## config.mk

```make
export PLATFORM = sky130hd
export DESIGN_NAME = accel_avg_filter
export DESIGN_NICKNAME = d
export VERILOG_FILES = /design/src/rtl/accel_avg_filter.sv
export SDC_FILE = /design/constraint.sdc
export NUM_CORES = 1
export LEC_CHECK = 0
export CELL_PAD_IN_SITES_DETAIL_PLACEMENT = 1
export CELL_PAD_IN_SITES_GLOBAL_PLACEMENT = 2
export CORE_MARGIN = 2
export CORE_UTILIZATION = 44
export DETAILED_ROUTE_END_ITERATION = 10
export PLACE_DENSITY = 0.79
export SLEW_MARGIN = 5
export SYNTH_ARGS = -nofsm -noshare
export SYNTH_HDL_FRONTEND = slang
export SYNTH_SLANG_ARGS = --single-unit
```

## constraint.sdc

```tcl
create_clock -name clk_clk -period 6.1 [get_ports clk_clk]
set_input_delay 1.22 -clock clk_clk [delete_from_list [all_inputs] [get_ports clk_clk]]
set_output_delay 1.22 -clock clk_clk [all_outputs]
set_load 0.05 [all_outputs]
```

## src/rtl/accel_avg_filter.sv

```systemverilog
// accel_avg_filter
//   Multi-channel moving-average filter for raw accelerometer samples.
//   One packed NUM_CH-channel sample is accepted per handshake. Channels are
//   then folded into their running sums one per cycle through a single shared
//   adder. The output is the per-channel mean over the last 2^LOG2_DEPTH samples.
//
// Ports
//   clk_clk      : clock, rising edge
//   reset_reset  : asynchronous active-high reset
//   in_valid     : input sample valid
//   in_ready     : high in IDLE, low during reset and on a flush cycle
//   in_data      : packed signed samples, ch0 in [DATA_W-1:0]
//   bypass       : captured with in_data; 1 = output the raw sample
//   flush        : 1-cycle synchronous window clear, aborts any sample in flight
//   out_valid    : 1-cycle pulse; out_data updated on the same edge
//   out_data     : packed signed results, held between pulses
//   primed       : window holds DEPTH samples since reset/flush
module accel_avg_filter #(
    parameter int NUM_CH     = 3,
    parameter int DATA_W     = 16,
    parameter int LOG2_DEPTH = 3
) (
    input  logic                     clk_clk,
    input  logic                     reset_reset,
    input  logic                     in_valid,
    output logic                     in_ready,
    input  logic [NUM_CH*DATA_W-1:0] in_data,
    input  logic                     bypass,
    input  logic                     flush,
    output logic                     out_valid,
    output logic [NUM_CH*DATA_W-1:0] out_data,
    output logic                     primed
);

    localparam int DEPTH = 1 << LOG2_DEPTH;
    localparam int SUM_W = DATA_W + LOG2_DEPTH;
    localparam int CH_W  = (NUM_CH > 1) ? $clog2(NUM_CH) : 1;
    localparam logic [LOG2_DEPTH:0]  DEPTH_F = (LOG2_DEPTH+1)'(DEPTH);
    localparam logic [CH_W-1:0]      LAST_CH = CH_W'(NUM_CH - 1);

    typedef enum logic [1:0] {S_IDLE, S_PROC, S_DONE} state_t;

    state_t                     state_q, state_d;
    logic [CH_W-1:0]            ch_q, ch_d;
    logic [LOG2_DEPTH-1:0]      wptr_q, wptr_d;
    logic [LOG2_DEPTH:0]        fill_q, fill_d;
    logic [NUM_CH*DATA_W-1:0]   samp_q, samp_d;
    logic                       byp_q, byp_d;
    logic signed [SUM_W-1:0]    sum_q [NUM_CH];
    logic signed [SUM_W-1:0]    sum_d [NUM_CH];
    logic                       out_valid_q, out_valid_d;
    logic [NUM_CH*DATA_W-1:0]   out_data_q, out_data_d;
    logic                       primed_q, primed_d;

    // Sample history; deliberately not reset, the fill count masks stale taps.
    logic signed [DATA_W-1:0]   buf_mem [NUM_CH][DEPTH];

    logic signed [DATA_W-1:0]   new_s, old_s;
    logic                       mem_we;
    logic signed [SUM_W-1:0]    sh;

    assign in_ready  = (state_q == S_IDLE) && !flush && !reset_reset;
    assign out_valid = out_valid_q;
    assign out_data  = out_data_q;
    assign primed    = primed_q;

    assign new_s  = samp_q[ch_q*DATA_W +: DATA_W];
    // Until the window is full the tap being replaced is logically zero.
    assign old_s  = (fill_q < DEPTH_F) ? '0 : buf_mem[ch_q][wptr_q];
    assign mem_we = (state_q == S_PROC) && !flush;

    always_comb begin
        state_d     = state_q;
        ch_d        = ch_q;
        wptr_d      = wptr_q;
        fill_d      = fill_q;
        samp_d      = samp_q;
        byp_d       = byp_q;
        sum_d       = sum_q;
        out_valid_d = 1'b0;
        out_data_d  = out_data_q;
        primed_d    = primed_q;
        sh          = '0;

        unique case (state_q)
            S_IDLE: begin
                if (in_valid && in_ready) begin
                    samp_d  = in_data;
                    byp_d   = bypass;
                    ch_d    = '0;
                    state_d = S_PROC;
                end
            end
            S_PROC: begin
                sum_d[ch_q] = sum_q[ch_q] - SUM_W'(old_s) + SUM_W'(new_s);
                ch_d        = ch_q + 1'b1;
                if (ch_q == LAST_CH) state_d = S_DONE;
            end
            S_DONE: begin
                for (int c = 0; c < NUM_CH; c++) begin
                    // >>> on the signed sum floors toward -inf; the mean fits DATA_W.
                    sh = sum_q[c] >>> LOG2_DEPTH;
                    out_data_d[c*DATA_W +: DATA_W] =
                        byp_q ? samp_q[c*DATA_W +: DATA_W] : sh[DATA_W-1:0];
                end
                out_valid_d = 1'b1;
                wptr_d      = wptr_q + 1'b1;
                fill_d      = (fill_q == DEPTH_F) ? fill_q : fill_q + 1'b1;
                primed_d    = (fill_d == DEPTH_F);
                state_d     = S_IDLE;
            end
            default: state_d = S_IDLE;
        endcase

        // Flush overrides everything except out_data, which keeps its last value.
        if (flush) begin
            for (int c = 0; c < NUM_CH; c++) sum_d[c] = '0;
            wptr_d      = '0;
            fill_d      = '0;
            primed_d    = 1'b0;
            ch_d        = '0;
            out_valid_d = 1'b0;
            out_data_d  = out_data_q;
            state_d     = S_IDLE;
        end
    end

    always_ff @(posedge clk_clk or posedge reset_reset) begin
        if (reset_reset) begin
            state_q     <= S_IDLE;
            ch_q        <= '0;
            wptr_q      <= '0;
            fill_q      <= '0;
            samp_q      <= '0;
            byp_q       <= 1'b0;
            for (int c = 0; c < NUM_CH; c++) sum_q[c] <= '0;
            out_valid_q <= 1'b0;
            out_data_q  <= '0;
            primed_q    <= 1'b0;
        end else begin
            state_q     <= state_d;
            ch_q        <= ch_d;
            wptr_q      <= wptr_d;
            fill_q      <= fill_d;
            samp_q      <= samp_d;
            byp_q       <= byp_d;
            sum_q       <= sum_d;
            out_valid_q <= out_valid_d;
            out_data_q  <= out_data_d;
            primed_q    <= primed_d;
        end
    end

    always_ff @(posedge clk_clk) begin
        if (mem_we) buf_mem[ch_q][wptr_q] <= new_s;
    end

endmodule

```

# After elaboration in Yosys (flattened, before gate mapping)
# Memory sizes are Yosys's and may differ from the RTL's.
# Cells that the tools add are included.
# word_totals
n_memories,1
ff_bits,167
ram_bits,384
input_bits,53
mem_bits_ro,0
latch_bits,0
# mem_list
name,depth,width,rd,rd_clocked_by_memory_dff,write_ports,line,text
buf_mem,3,128,1,0,1,56,logic signed [DATA_W-1:0] buf_mem [NUM_CH][DEPTH];
# op_classes
div_mod_pow,0
shifts,1
n_mux,35
n_mul,0
eq_ne,7
bitwise_logic,3
addsub,5
magnitude_cmp,5
n_reduce_logical,16
# op_table
operator,n
$mux 128,1
$mux 57,2
$mux 16,7
$bwmux 57,1
$mux 19,3
$bmux 16 s3,1
$demux 16 s3,1
$shiftx 48x7->16,1
$bmux 19 s2,1
$demux 19 s2,1
$add 19x16->19,1
$sub 19x16->19,1
$mux 4,3
$mux 2,5
$eq 4x4->1 const B,2
$pmux 2 s2,2
$reduce_and 2->1,4
$logic_and 1x1->1,6
$mux 3,2
$ne 3x2->1 const B,2
$mux 1,5
$add 4x1->4 const B,1
$eq 2x2->1 const B,2
$ge 4x4->1 const B,1
14 further kinds,16

# Logic depth before layout (Yosys ltp)
# Gate-level depths: netlist of run 1.
# depth
depth_word,10
depth_mapped,20

# Worst setup path before layout of run 1
# No wires, ideal clock.
# synth_timing
path_type,register to register
startpoint,register ch_q[0]
endpoint,register sum_q[37] (netlist bit)
setup_ns,0.070
setup_slack_ns,1.155
arrival_time_ns,4.876
synth_period_minus_slack_ns,4.945
stages_incl_launch_ff,16
n_path_buf,5
cell_sequence,dfrtp_1 > clkbuf_1 > buf_2 > buf_2 > buf_2 > clkbuf_1 > o21ai_0 > fa_1 > ha_1 > o21a_1 > o21a_1 > o21a_1 > nand2_1 > a21oi_1 > a211oi_1 > a32o_1
# synth_between
word_cells_on_any_way,20
classes_between,add/sub: 2; order compare: 2; shift: 1; mux: 12; bitwise: 1; reduce/logical: 1; memory: 1
# synth_lines
element,line,text
from (decl),44,"logic [CH_W-1:0] ch_q, ch_d;"
from (signal assigned),142,ch_q <= ch_d;
$shiftx 48x7->16,67,assign new_s = samp_q[ch_q*DATA_W +: DATA_W];
named net new_s[15],58,"logic signed [DATA_W-1:0] new_s, old_s;"
$add 19x16->19,95,sum_d[ch_q] = sum_q[ch_q] - SUM_W'(old_s) + SUM_W'(new_s);
$bwmux 57,95,
$mux 57,85,unique case (state_q)
$mux 57,116,if (flush) begin
to (signal assigned),147,sum_q <= sum_d;
to (decl),49,logic signed [SUM_W-1:0] sum_q [NUM_CH];
# The timed path passes the listed nets, and every way through them passes these cells. The select of a mux whose other input is x is not followed.
# A chain may end at the register's enable or synchronous reset.

# Worst setup path in the final report of run 1
# layout_timing
startpoint,register wptr_q[0]
endpoint,register sum_q[51] (netlist bit)
# layout_between
elab_chain_len,10
# layout_rtl
element,line,text
from (decl),45,"logic [LOG2_DEPTH-1:0] wptr_q, wptr_d;"
from (signal assigned),143,wptr_q <= wptr_d;
$not 3->4 (not written as such),69,assign old_s = (fill_q < DEPTH_F) ? '0 : buf_mem[ch_q][wptr_q];
$bmux 16 s3,69,
$mux 16 (not written as such) (2 in series),69,
$mux 16,69,
$sub 19x16->19,95,
$add 19x16->19,95,
$bwmux 57,95,
$mux 57,85,
$mux 57,116,
# Every way passes these cells. The select of a mux whose other input is x is not followed.

==> results of run 1 <==
## worst min-delay path by stage
stage | startpoint | end | cells after the start
after floorplan | sum_q[40] | sum_q[40] | 1
after global placement | sum_q[1] | sum_q[1] | 1
after detailed placement | sum_q[19] | sum_q[19] | 1
after CTS | sum_q[21] | sum_q[21] | 1
after global routing | sum_q[40] | sum_q[40] | 1
final | sum_q[39] | sum_q[39] | 1
## metrics by stage
step / power (mW) / instances / hold slack, ps
final: 9.68 / 2479 / 504
after global routing: 10.1 / 2479 / 524
after CTS: 9.75 / 2479 / 504
after detailed placement: 6.27 / 2374 / 481
after global placement: 6.20 / 2374 / 483
after floorplan: 5.68 / 1620 / 465
## cell usage in the layout (no fill, tap or decap), drive strengths merged, types with 4 or more instances in the layout
| cell type | instances |
|---|---|
| a22oi | 10 |
| nor3 | 10 |
| nand2b | 10 |
| o211ai | 14 |
| o21a | 21 |
| o311a | 4 |
| o21bai | 4 |
| o211a | 5 |
| nor2b | 7 |
| nor4 | 6 |
| mux2i | 171 |
| o22ai | 25 |
| nor2 | 137 |
| bufinv | 4 |
| mux4 | 42 |
| a221o | 6 |
| ha | 26 |
| xor2 | 5 |
| xnor2 | 14 |
| clkdlybuf4s50 | 103 |
| clkinv | 24 |
| a21o | 10 |
| clkbuf | 72 |
| mux2 | 62 |
| fa | 18 |
| edfxtp | 384 |
| a22o | 47 |
| a211oi | 4 |
| buf | 50 |
| inv | 58 |
| clkinvlp | 5 |
| o21ai | 37 |
| nand2 | 71 |
| a31oi | 5 |
| a21oi | 99 |
| and3 | 5 |
| nand3 | 10 |
| dfrtp | 167 |
## routing by layer
metal / routed length, um / part of all wire / global-route usage
met5: 0 / 0 / 0
met4: 1290 / 0.020 / 0.0543
met3: 3330 / 0.052 / 0.0358
met2: 30500 / 0.48 / 0.379
met1: 28700 / 0.45 / 0.323
## report_power, final
group | switching (mW) | internal, mW
logic | 1.16 | 0.651
registers | 0.0952 | 4.30
clock network | 1.47 | 2.01
## critical path, stage by stage (launching register included)
cell and delay, ps:
dfrtp_4 650, nor2b_1 600, nand2_1 500, o22ai_1 270, a21oi_1 60, nand3_1 120, nand2_1 70, a31oi_1 270
fa_1 490, inv_1 110, ha_1 250, a211oi_1 270, o21bai_2 150, o31ai_4 250, a21oi_2 160, a31oi_2 250
a21boi_0 390, a22o_1 210
## kinds of logic after synthesis
| kind of cell | share of synthesized area |
|---|---|
| flops | 0.660 |
| compound gates | 0.0897 |
| mux | 0.141 |
| simple gates | 0.0474 |
| buf+inv | 0.0260 |
| fa+ha+maj | 0.0288 |
| xor+xnor | 0.00699 |
## Yosys cell counts (all sizes together), types with 14 or more instances
library cell and instances:
nand2 71, xnor2 14, buf 43, inv 57, a22o 47, o22ai 25
edfxtp 384, a21oi 99, clkbuf 52, dfrtp 167, mux4 42, o21a 21
o211ai 14, o21ai 37, mux2 62, nor2 137, fa 18, mux2i 171
ha 26
## layout make-up
type	count	area [sq um]	area share
sequential	551	15700	0.569
clock inverter	33	275	0.00996
clock buffer	72	1600	0.0577
multi-input combinational	916	7500	0.271
timing repair buffer	153	1460	0.0527
inverter	58	223	0.00806
tap	696	871	0.0315
## registers in the layout (all words and copies together) (netlist names)
name and count:
buf_mem 384, byp_q 1, ch_q 2, fill_q 4, out_data 48, out_valid 1
primed 1, samp_q 48, state_q 2, sum_q 57, wptr_q 3
==> results by group, run 1 <==
Routing
  • WL/cell: approximately 26 um
  • ANT nets after route: 0
  • Vias: 14200
  • Vias per cell: 5.75
  • Initial drt markers: roughly 1200
  • Drt pass-1 iters: 5
  • Routed WL: 63.8 mm
  • DR DRC count: 0

Clocking
  • Max clock buf depth: 3
  • # clock sinks: about 550
  • Htree depth: 2
  • CTS Buf Count: 57
  • Hold buffers post-CTS: 0
  • Post-CTS Setup Bufs: 0
  • # resized after CTS: 0
  • Worst-path clk slew: around 60 ps
  • Clk_lat worst skew: a little over 600 ps
  • CTS tree: built
  • Root Driver: clkbuf_16

Logic synthesis
  • Most used flip-flop cell after synthesis: edfxtp_1
  • Seq/Total Area, Yosys: 0.660
  • Syn Nets: approximately 1700
  • Post-synth EDFFs: roughly 380
  • Yosys top cell area share: 0.485
  • Synth Instances: 1620
  • Async S/R FF share, synth: 0.303
  • Dominant cells by area after synthesis: edfxtp_1 (48%), dfrtp_1 (18%), mux2i_1 (7.2%), mux4_2 (4.0%), mux2_2 (2.9%)
  • Area leader, netlist: edfxtp_1
  • Cell area after synthesis: approximately 0.024 sq mm
  • Unique masters post-synth: 63
  • Syn Area/Cell: around 15 sq um
  • Yosys Warn Count: 0
  • Synthesis-stage register bit count: approximately 550

Global routing
  • Grt total ovfl: 0
  • Vias in the first global route: roughly 15000
  • Tot GR Track Use: 0.230
  • Largest net degree at the start of global routing: roughly 170
  • Initial antenna violation count: 1
  • First-pass GRT wire length: between 90 and 100 mm

Place
  • Post-Place Setup Slack: about 930 ps
  • Post-detail-place hpwl: slightly above 40 mm
  • GP Congestion: between 0.8 and 0.9
  • Placed Area: approximately 0.026 sq mm
  • Port bufs: approximately 100

Timing
  • Slew Viols, Final: 0
  • TNS Setup: 0 ps
  • Setup Skew: between 20 and 25 ps
  • Fmax: 194 MHz
  • Worst rel slew slack: 0.154
  • Final setup viols: 0
  • Final worst path period share: 0.846
  • Post-layout minimum cycle time: just over 5000 ps
  • Least-Margin Pin Slew: about 1300 ps
  • PnR worst setup slack: between 900 and 1000 ps
  • RSZ-0062 raised after global routing: false
  • Final Hold Fails: 0

Setup path
  • CP startpoint kind: register
  • Req. time, crit path: between 6000 and 7000 ps
  • R2R setup slack: 940 ps
  • Worst R2R Start: wptr_q[0]
  • Crit path from: wptr_q[0]
  • CP endpoint kind: register
  • Worst EP arrival: 5710 ps
  • R2R cell count: 17
  • Setup Crit Path Kind: register to register
  • Critical R2R Capture: sum_q[51]
  • Critical Path Sink: sum_q[51]
  • Max Fanout on Critical Path: 29

Hold path
  • Hold crit path type: register to register

Floorplanning
  • Number of core rows: between 80 and 90
  • Die ar.: approximately 0.056 sq mm
  • DIE WIDTH: 237 um
  • Die height: 237 um
  • Io pins: approximately 100
  • Core ar.: around 0.054 sq mm
  • Initial Util: 0.444

Final layout
  • Final core utilization: 0.516
  • Post-Layout Inst Area: between 0.02 and 0.03 sq mm
  • Share of cells above drive strength 1: 0.152
  • Nets: around 1800
  • Area grow syn2layout: 16.2%
  • Antenna diodes: 0
  • Filler cells: roughly 5200

Flow run
  • Number of max-cap violations: 0

Run status
  • Status: completed

Power and ir drop
  • Max IR drop VDD: 207 uV
  • PD cells: about 350 mW/mm^2
  • Leakage: 9.92 nW
Power figures use the tool's default switching activity.
==> run 2: changes to the inputs <==
==> constraint.sdc (replaced) <==
create_clock -name clk_clk -period 5.3 [get_ports clk_clk]
set_input_delay 1.06 -clock clk_clk [delete_from_list [all_inputs] [get_ports clk_clk]]
set_output_delay 1.06 -clock clk_clk [all_outputs]
set_load 0.05 [all_outputs]
==> run 2 against run 1 <==
  * Hold slack worse by 3.9 ps
  * Count of clock-buffer cells in the layout decreased by 4
  * Non-clock buffer count grew 20
  * Sequential share of layout area shrank 0.44 points
  * Final area increased by 0.79%
  * Sequential cell count did not move
  * Largest cell class unchanged
  * Combinational power up 14%
  * Critical path depth decreased by 1
  * Die area unchanged
==> results by group, run 2 (synthesis results as in run 1) <==
Routing
  • Routed WL: 64.1 mm (+0.42%)
  • Vias: 14300 (+0.44%)
  • Drt pass-1 iters: 7 (+2)
  • Initial drt markers: 1092 (-6.7%)
  • ANT nets after route: 0 (unchanged)
  • DR DRC count: 0 (unchanged)
  • WL/cell: 25.6 um (-0.50%)
  • Vias per cell: 5.72 (-0.49%)

Power and ir drop
  • Switching Fraction: 0.283 (+0.00151)
  • PD cells: 400 mW/mm^2 (+14%)
  • Clock share of power: 0.360 (about the same)
  • Seq pwr share: 0.454 (about the same)
  • Max IR drop VDD: 274 uV (+32%)
  • Combinational Power Share: 0.186 (about the same)
  • Internal power: 7.99 mW (+15%)
  • Net Sw Power: 3.15 mW (+16%)
  • Leakage: 10.0 nW (+1.1%)

Timing
  • Final Hold Fails: 0 (unchanged)
  • Post-layout minimum cycle time: 4920 ps (-239 ps)
  • Final setup viols: 0 (unchanged)
  • Slew Viols, Final: 0 (unchanged)
  • Fmax: 203 MHz (+4.9%)
  • Least-Margin Pin Slew: 1180 ps (-84.7 ps)
  • TNS Setup: 0 ps (unchanged)
  • Worst rel slew slack: 0.211 (+0.0565)
  • Setup Skew: 27.7 ps (+4.43 ps)
  • RSZ-0062 raised after global routing: false
  • Final worst path period share: 0.929 (+0.0826)

Global routing
  • First-pass GRT wire length: 98.8 mm (+1.1%)
  • Grt total ovfl: 0 (unchanged)
  • Vias in the first global route: 15600 (+3.0%)
  • Initial antenna violation count: 0 (-1)
  • Largest net degree at the start of global routing: 64 (-62%)
  • Tot GR Track Use: 0.234 (+0.00384)

Setup path
  • R2R setup slack: 380 ps (-560 ps)
  • Critical R2R Capture: sum_q[54]
  • Setup Crit Path Kind: register to register
  • Worst EP arrival: 5400 ps (-310 ps)
  • CP endpoint kind: register
  • CP startpoint kind: register
  • Max Fanout on Critical Path: 16 (-45%)
  • R2R cell count: 16 (-1)
  • Worst R2R Start: ch_q[0]
  • Req. time, crit path: 5780 ps (-870 ps)

Clocking
  • Post-CTS Setup Bufs: 0 (unchanged)
  • # resized after CTS: 0 (unchanged)
  • Htree depth: 2 (unchanged)
  • CTS tree: built
  • Clk_lat worst skew: 640 ps (+20 ps)
  • # clock sinks: 551 (unchanged)
  • Worst-path clk slew: 60 ps (about the same)
  • CTS Buf Count: 58 (+1.8%)
  • Root Driver: clkbuf_16
  • Hold buffers post-CTS: 0 (unchanged)
  • Max clock buf depth: 3 (unchanged)

Floorplanning
  • Number of core rows: 85 (unchanged)
  • Core ar.: 0.0536 sq mm (unchanged)
  • Die height: 237 um (unchanged)
  • Io pins: 104 (unchanged)
  • DIE WIDTH: 237 um (unchanged)
  • Die ar.: 0.0560 sq mm (unchanged)
  • Initial Util: 0.444 (unchanged)

Final layout
  • Biggest register: buf_mem
  • Area grow syn2layout: 17.1%
  • Share of cells above drive strength 1: 0.158 (+0.00582)
  • Max reg flops: 384 (unchanged)
  • Commonest cells after routing, fill and taps aside: edfxtp_1 (384), mux2i_1 (171), dfrtp_1 (161)
  • Antenna diodes: 0 (unchanged)
  • Leading cell type in the layout, fill and taps excluded: edfxtp_1
  • Post-Layout Inst Area: 0.0279 sq mm (+0.79%)
  • Final core utilization: 0.520 (+0.00406)
  • Largest registers: buf_mem: 384 flops, sum_q: 57 flops
  • Nets: 1855 (+1.1%)

Place
  • Port bufs: 103 (unchanged)
  • Post-detail-place hpwl: 42.6 mm (+4.1%)
  • GP Congestion: 0.839 (about the same)
  • Placed Area: 0.0260 sq mm (+0.77%)

Flow run
  • Number of max-cap violations: 0 (unchanged)

Hold path
  • Hold Path Depth: 1 (unchanged)
  • Hold Path Origin: sum_q[38]
  • Hold crit path type: register to register
  • Hold Path End: sum_q[38]

Run status
  • Status: completed
-- run 2: cell count changes in the layout (fill, tap and decap cells not counted), moves of 3 or more --
| cell | delta |
|---|---|
| buf_4 | +16 |
| clkbuf_8 | -3 |
| buf_12 | +4 |
| clkinv_1 | +10 |
-- run 2: power by group through the flow --
stage / registers (mW) / logic [mW] / clock network, mW
after global placement: 5.14 / 1.99 / 0
after detailed placement: 5.14 / 2.07 / 0
after global routing: 5.08 / 2.28 / 4.24
after floorplan: 5.17 / 1.37 / 0
final: 5.06 / 2.07 / 4.01
after CTS: 5.06 / 2.09 / 4.09
-- run 2: critical path, stage by stage, from the launching register on --
cell	delay (ps)
dfrtp_4	560
buf_4	270
buf_4	320
mux2i_1	300
o22ai_1	120
nor4_1	400
a21oi_1	220
fa_1	520
inv_1	40
ha_1	350
a21o_1	230
a221oi_1	320
o31ai_1	200
o311a_4	380
o22ai_1	150
xor2_1	230
o21ai_0	110
-- run 2: worst max-delay path by stage --
stage	startpoint	cells past startpoint	endpoint	slack (ps)
finish	ch_q[0]	16	sum_q[54]	380
global route	ch_q[0]	16	sum_q[54]	40
CTS	ch_q[0]	16	sum_q[54]	440
detailed placement	ch_q[0]	16	sum_q[54]	470
global placement	ch_q[0]	16	sum_q[54]	560
floorplan	ch_q[0]	15	sum_q[37]	350
-- run 2: area by class of cell --
cell class | instances | area, sq um
fill | 5172 | 25700
clock inverter | 40 | 339
multi-input combinational | 916 | 7500
clock buffer | 68 | 1550
tap | 696 | 871
sequential | 551 | 15700
inverter | 58 | 221
timing repair buffer | 173 | 1660
-- run 2: metrics by stage --
| step | setup slack, ps | power [mW] | hold slack [ps] | instances |
|---|---|---|---|---|
| 5_1_grt | 35.7 | 11.6 | 524 | 2502 |
| 6_report | 377 | 11.1 | 500 | 2502 |
| 4_1_cts | 445 | 11.2 | 503 | 2502 |
| 3_3_place_gp | 560 | 7.13 | 483 | 2394 |
| 3_5_place_dp | 471 | 7.22 | 481 | 2394 |
| 2_1_floorplan | 355 | 6.53 | 465 | 1620 |
-- run 2: layer usage --
metal  vias to the layer above  track usage  wire (um)
met3                       106       0.0480       3590
met4                         0       0.0635       1560
met5                         -            0          0
met2                       391        0.386      30800
li1                       6383            -          -
met1                      7428        0.317      28100
==> run 3: changes to the inputs <==
--- a/config.mk
+++ b/config.mk
@@ -10,6 +10,7 @@
 export CORE_MARGIN = 2
 export CORE_UTILIZATION = 44
 export DETAILED_ROUTE_END_ITERATION = 10
+export GPL_TIMING_DRIVEN = 0
 export PLACE_DENSITY = 0.79
 export SLEW_MARGIN = 5
 export SYNTH_ARGS = -nofsm -noshare
==> run 3 against run 2 <==
  * Wire length increased by 9.4%
  * Global-route usage increased by 2.0 points
  * Critical endpoint is now sum_q[35]
  * Hold slack improved by 8.8 ps
==> results by group, run 3 (synthesis results as in run 1) <==
Run status
  • Status: completed

Global routing
  • First-pass GRT wire length: 105 mm (+6.6%)
  • Met2 Resource Use GR: 0.439 (+0.0533)
  • Initial antenna violation count: 0 (unchanged)
  • Met3 Use GR: 0.0351 (-0.0129)
  • Vias in the first global route: 15900 (+1.8%)
  • GR Layer Usage met1: 0.333 (+0.0166)
  • Grt total ovfl: 0 (unchanged)
  • GRT Max-Usage Layer: met2
  • Tot GR Track Use: 0.254 (+0.0202)
  • Largest net degree at the start of global routing: 41 (-36%)

Clocking
  • Htree depth: 2 (unchanged)
  • CTS Buf Count: 58 (unchanged)
  • Root Driver: clkbuf_16
  • # clock sinks: 551 (unchanged)
  • Clk_lat worst skew: 650 ps (about the same)
  • Hold buffers post-CTS: 0 (unchanged)
  • CTS tree: built
  • Max clock buf depth: 3 (unchanged)
  • Worst-path clk slew: 60 ps (about the same)
  • Post-CTS Setup Bufs: 0 (unchanged)

Routing
  • Vias: 14800 (+3.5%)
  • Drt pass-1 iters: 5 (-2)
  • Initial drt markers: 1191 (+9.1%)
  • Routed WL: 70.1 mm (+9.4%)
  • Vias per cell: 5.81 (+1.5%)
  • WL/cell: 27.5 um (+7.3%)
  • ANT nets after route: 0 (unchanged)
  • DR DRC count: 0 (unchanged)

Floorplanning
  • Initial Util: 0.444 (unchanged)
  • DIE WIDTH: 237 um (unchanged)
  • Io pins: 104 (unchanged)
  • Core ar.: 0.0536 sq mm (unchanged)
  • Die height: 237 um (unchanged)
  • Number of core rows: 85 (unchanged)
  • Die ar.: 0.0560 sq mm (unchanged)

Final layout
  • Filler cells: 5203 (+0.60%)
  • Antenna diodes: 0 (unchanged)
  • Commonest cells after routing, fill and taps aside: edfxtp_1 (384), mux2i_1 (171), dfrtp_1 (167)
  • Leading cell type in the layout, fill and taps excluded: edfxtp_1
  • Area of the multi-input gates: 0.00763 sq mm (+1.8%)
  • Reg area: 0.0157 sq mm (about the same)
  • Final core utilization: 0.529 (+0.00945)
  • Largest registers: buf_mem: 384 flops, sum_q: 57 flops
  • Biggest register: buf_mem
  • Share of cells above drive strength 1: 0.169 (+0.0109)
  • Nets: 1907 (+2.8%)
  • Max reg flops: 384 (unchanged)
  • Area grow syn2layout: 19.2%

Timing
  • Final worst path period share: 0.964 (+0.0354)
  • Slew Viols, Final: 0 (unchanged)
  • Least-Margin Pin Slew: 1230 ps (+50.1 ps)
  • PnR worst setup slack: 190 ps (-188 ps)
  • Worst rel slew slack: 0.177 (-0.0334)
  • Post-layout minimum cycle time: 5110 ps (+188 ps)
  • Fmax: 196 MHz (-3.7%)
  • Final setup viols: 0 (unchanged)
  • Setup Skew: 41.9 ps (+14.2 ps)
  • Final Hold Fails: 0 (unchanged)

Setup path
  • CP endpoint kind: register
  • Req. time, crit path: 5740 ps (-40 ps)
  • Setup Crit Path Kind: register to register
  • CP startpoint kind: register
  • Worst EP arrival: 5550 ps (+150 ps)
  • Max Fanout on Critical Path: 10 (-6)

Power and ir drop
  • PD cells: 398 mW/mm^2 (-0.45%)
  • Max IR drop VDD: 311 uV (+13%)
  • Leakage: 10.2 nW (+1.8%)

Place
  • Post-detail-place hpwl: 49.6 mm (+16%)
  • GP Congestion: 0.828 (-1.3%)
  • Post-Place Setup Slack: -1010 ps (-1490 ps)
  • Port bufs: 102 (-0.97%)

Flow run
  • Number of max-cap violations: 0 (unchanged)

Hold path
  • Hold crit path type: register to register
==> run 3: cell count changes in the layout (fill, tap and decap cells not counted), moves of 6 or more <==
cell	before	now
buf_1	0	13
buf_16	0	6
buf_2	0	19
buf_4	62	5
buf_6	0	6
buf_8	0	18
clkbuf_1	5	50
clkbuf_2	0	12
clkinv_1	16	6
dfrtp_1	161	167
nor2_1	135	112
nor2_2	1	25
==> run 3: worst max-delay path: stages, from the launching register on <==
cell and delay (ps):
dfrtp_1 380, clkbuf_4 230, nor2b_1 200, nand2b_1 270, buf_2 400, o22ai_1 160, a21oi_1 240, nand3_1 180
nand2_1 110, a31oi_1 80, fa_1 570, inv_1 70, fa_1 410, a21o_1 220, a221oi_4 340, o31ai_2 180
o311a_4 360, o22ai_1 150, xor2_1 250, o21ai_0 130
==> run 3: final timing paths <==
path                             startpoint     endpoint  cells after the start  slack [ps]
min in group asynchronous       reset_reset   state_q[0]                      2         800
worst min-delay path              sum_q[19]    sum_q[19]                      1         510
worst max register to register    wptr_q[0]    sum_q[35]                     19         190
worst min register to register    sum_q[19]    sum_q[19]                      1         510
worst max-delay path              wptr_q[0]    sum_q[35]                     19         190
max in group asynchronous       reset_reset  out_data[2]                      6        3320
==> run 3: area by class of cell <==
cell class,instances,share of cell area
buffer,94,0.0163
tap,696,0.0307
timing repair buffer,131,0.0549
inverter,58,0.00781
multi-input combinational,916,0.269
sequential,551,0.554
clock buffer,78,0.0567
clock inverter,27,0.0109
==> run 3: where the power goes <==
part           internal (mW)  switching, mW
combinational          0.772           1.37
clock                   2.37           1.72
sequential              4.95          0.113
total                   8.09           3.20
==> run 3: routing by layer <==
metal / vias up / routed length (um)
met5: - / 0
met4: 0 / 1850
met3: 118 / 3350
met2: 451 / 35000
met1: 7756 / 29900
li1: 6484 / -
==> run 3: timing repair <==
action	in CTS	in global routing
endpoints found under the hold margin	0	0
cloned	0	0
gates resized for setup	27	34
setup endpoints to repair	31	22
pin swaps	0	1
==> run 3: through the flow <==
step | TNS [ps] | cell area [sq um] | total power, mW | hold WS (ps) | instances
floorplan | 0 | 23800 | 6.53 | 465 | 1620
global placement | -56820 | 25700 | 7.15 | 481 | 2418
detailed placement | -18670 | 26300 | 7.24 | 490 | 2447
CTS | 0 | 28300 | 11.3 | 506 | 2551
global route | -7.81 | 28400 | 11.7 | 520 | 2551
finish | 0 | 28400 | 11.3 | 509 | 2551
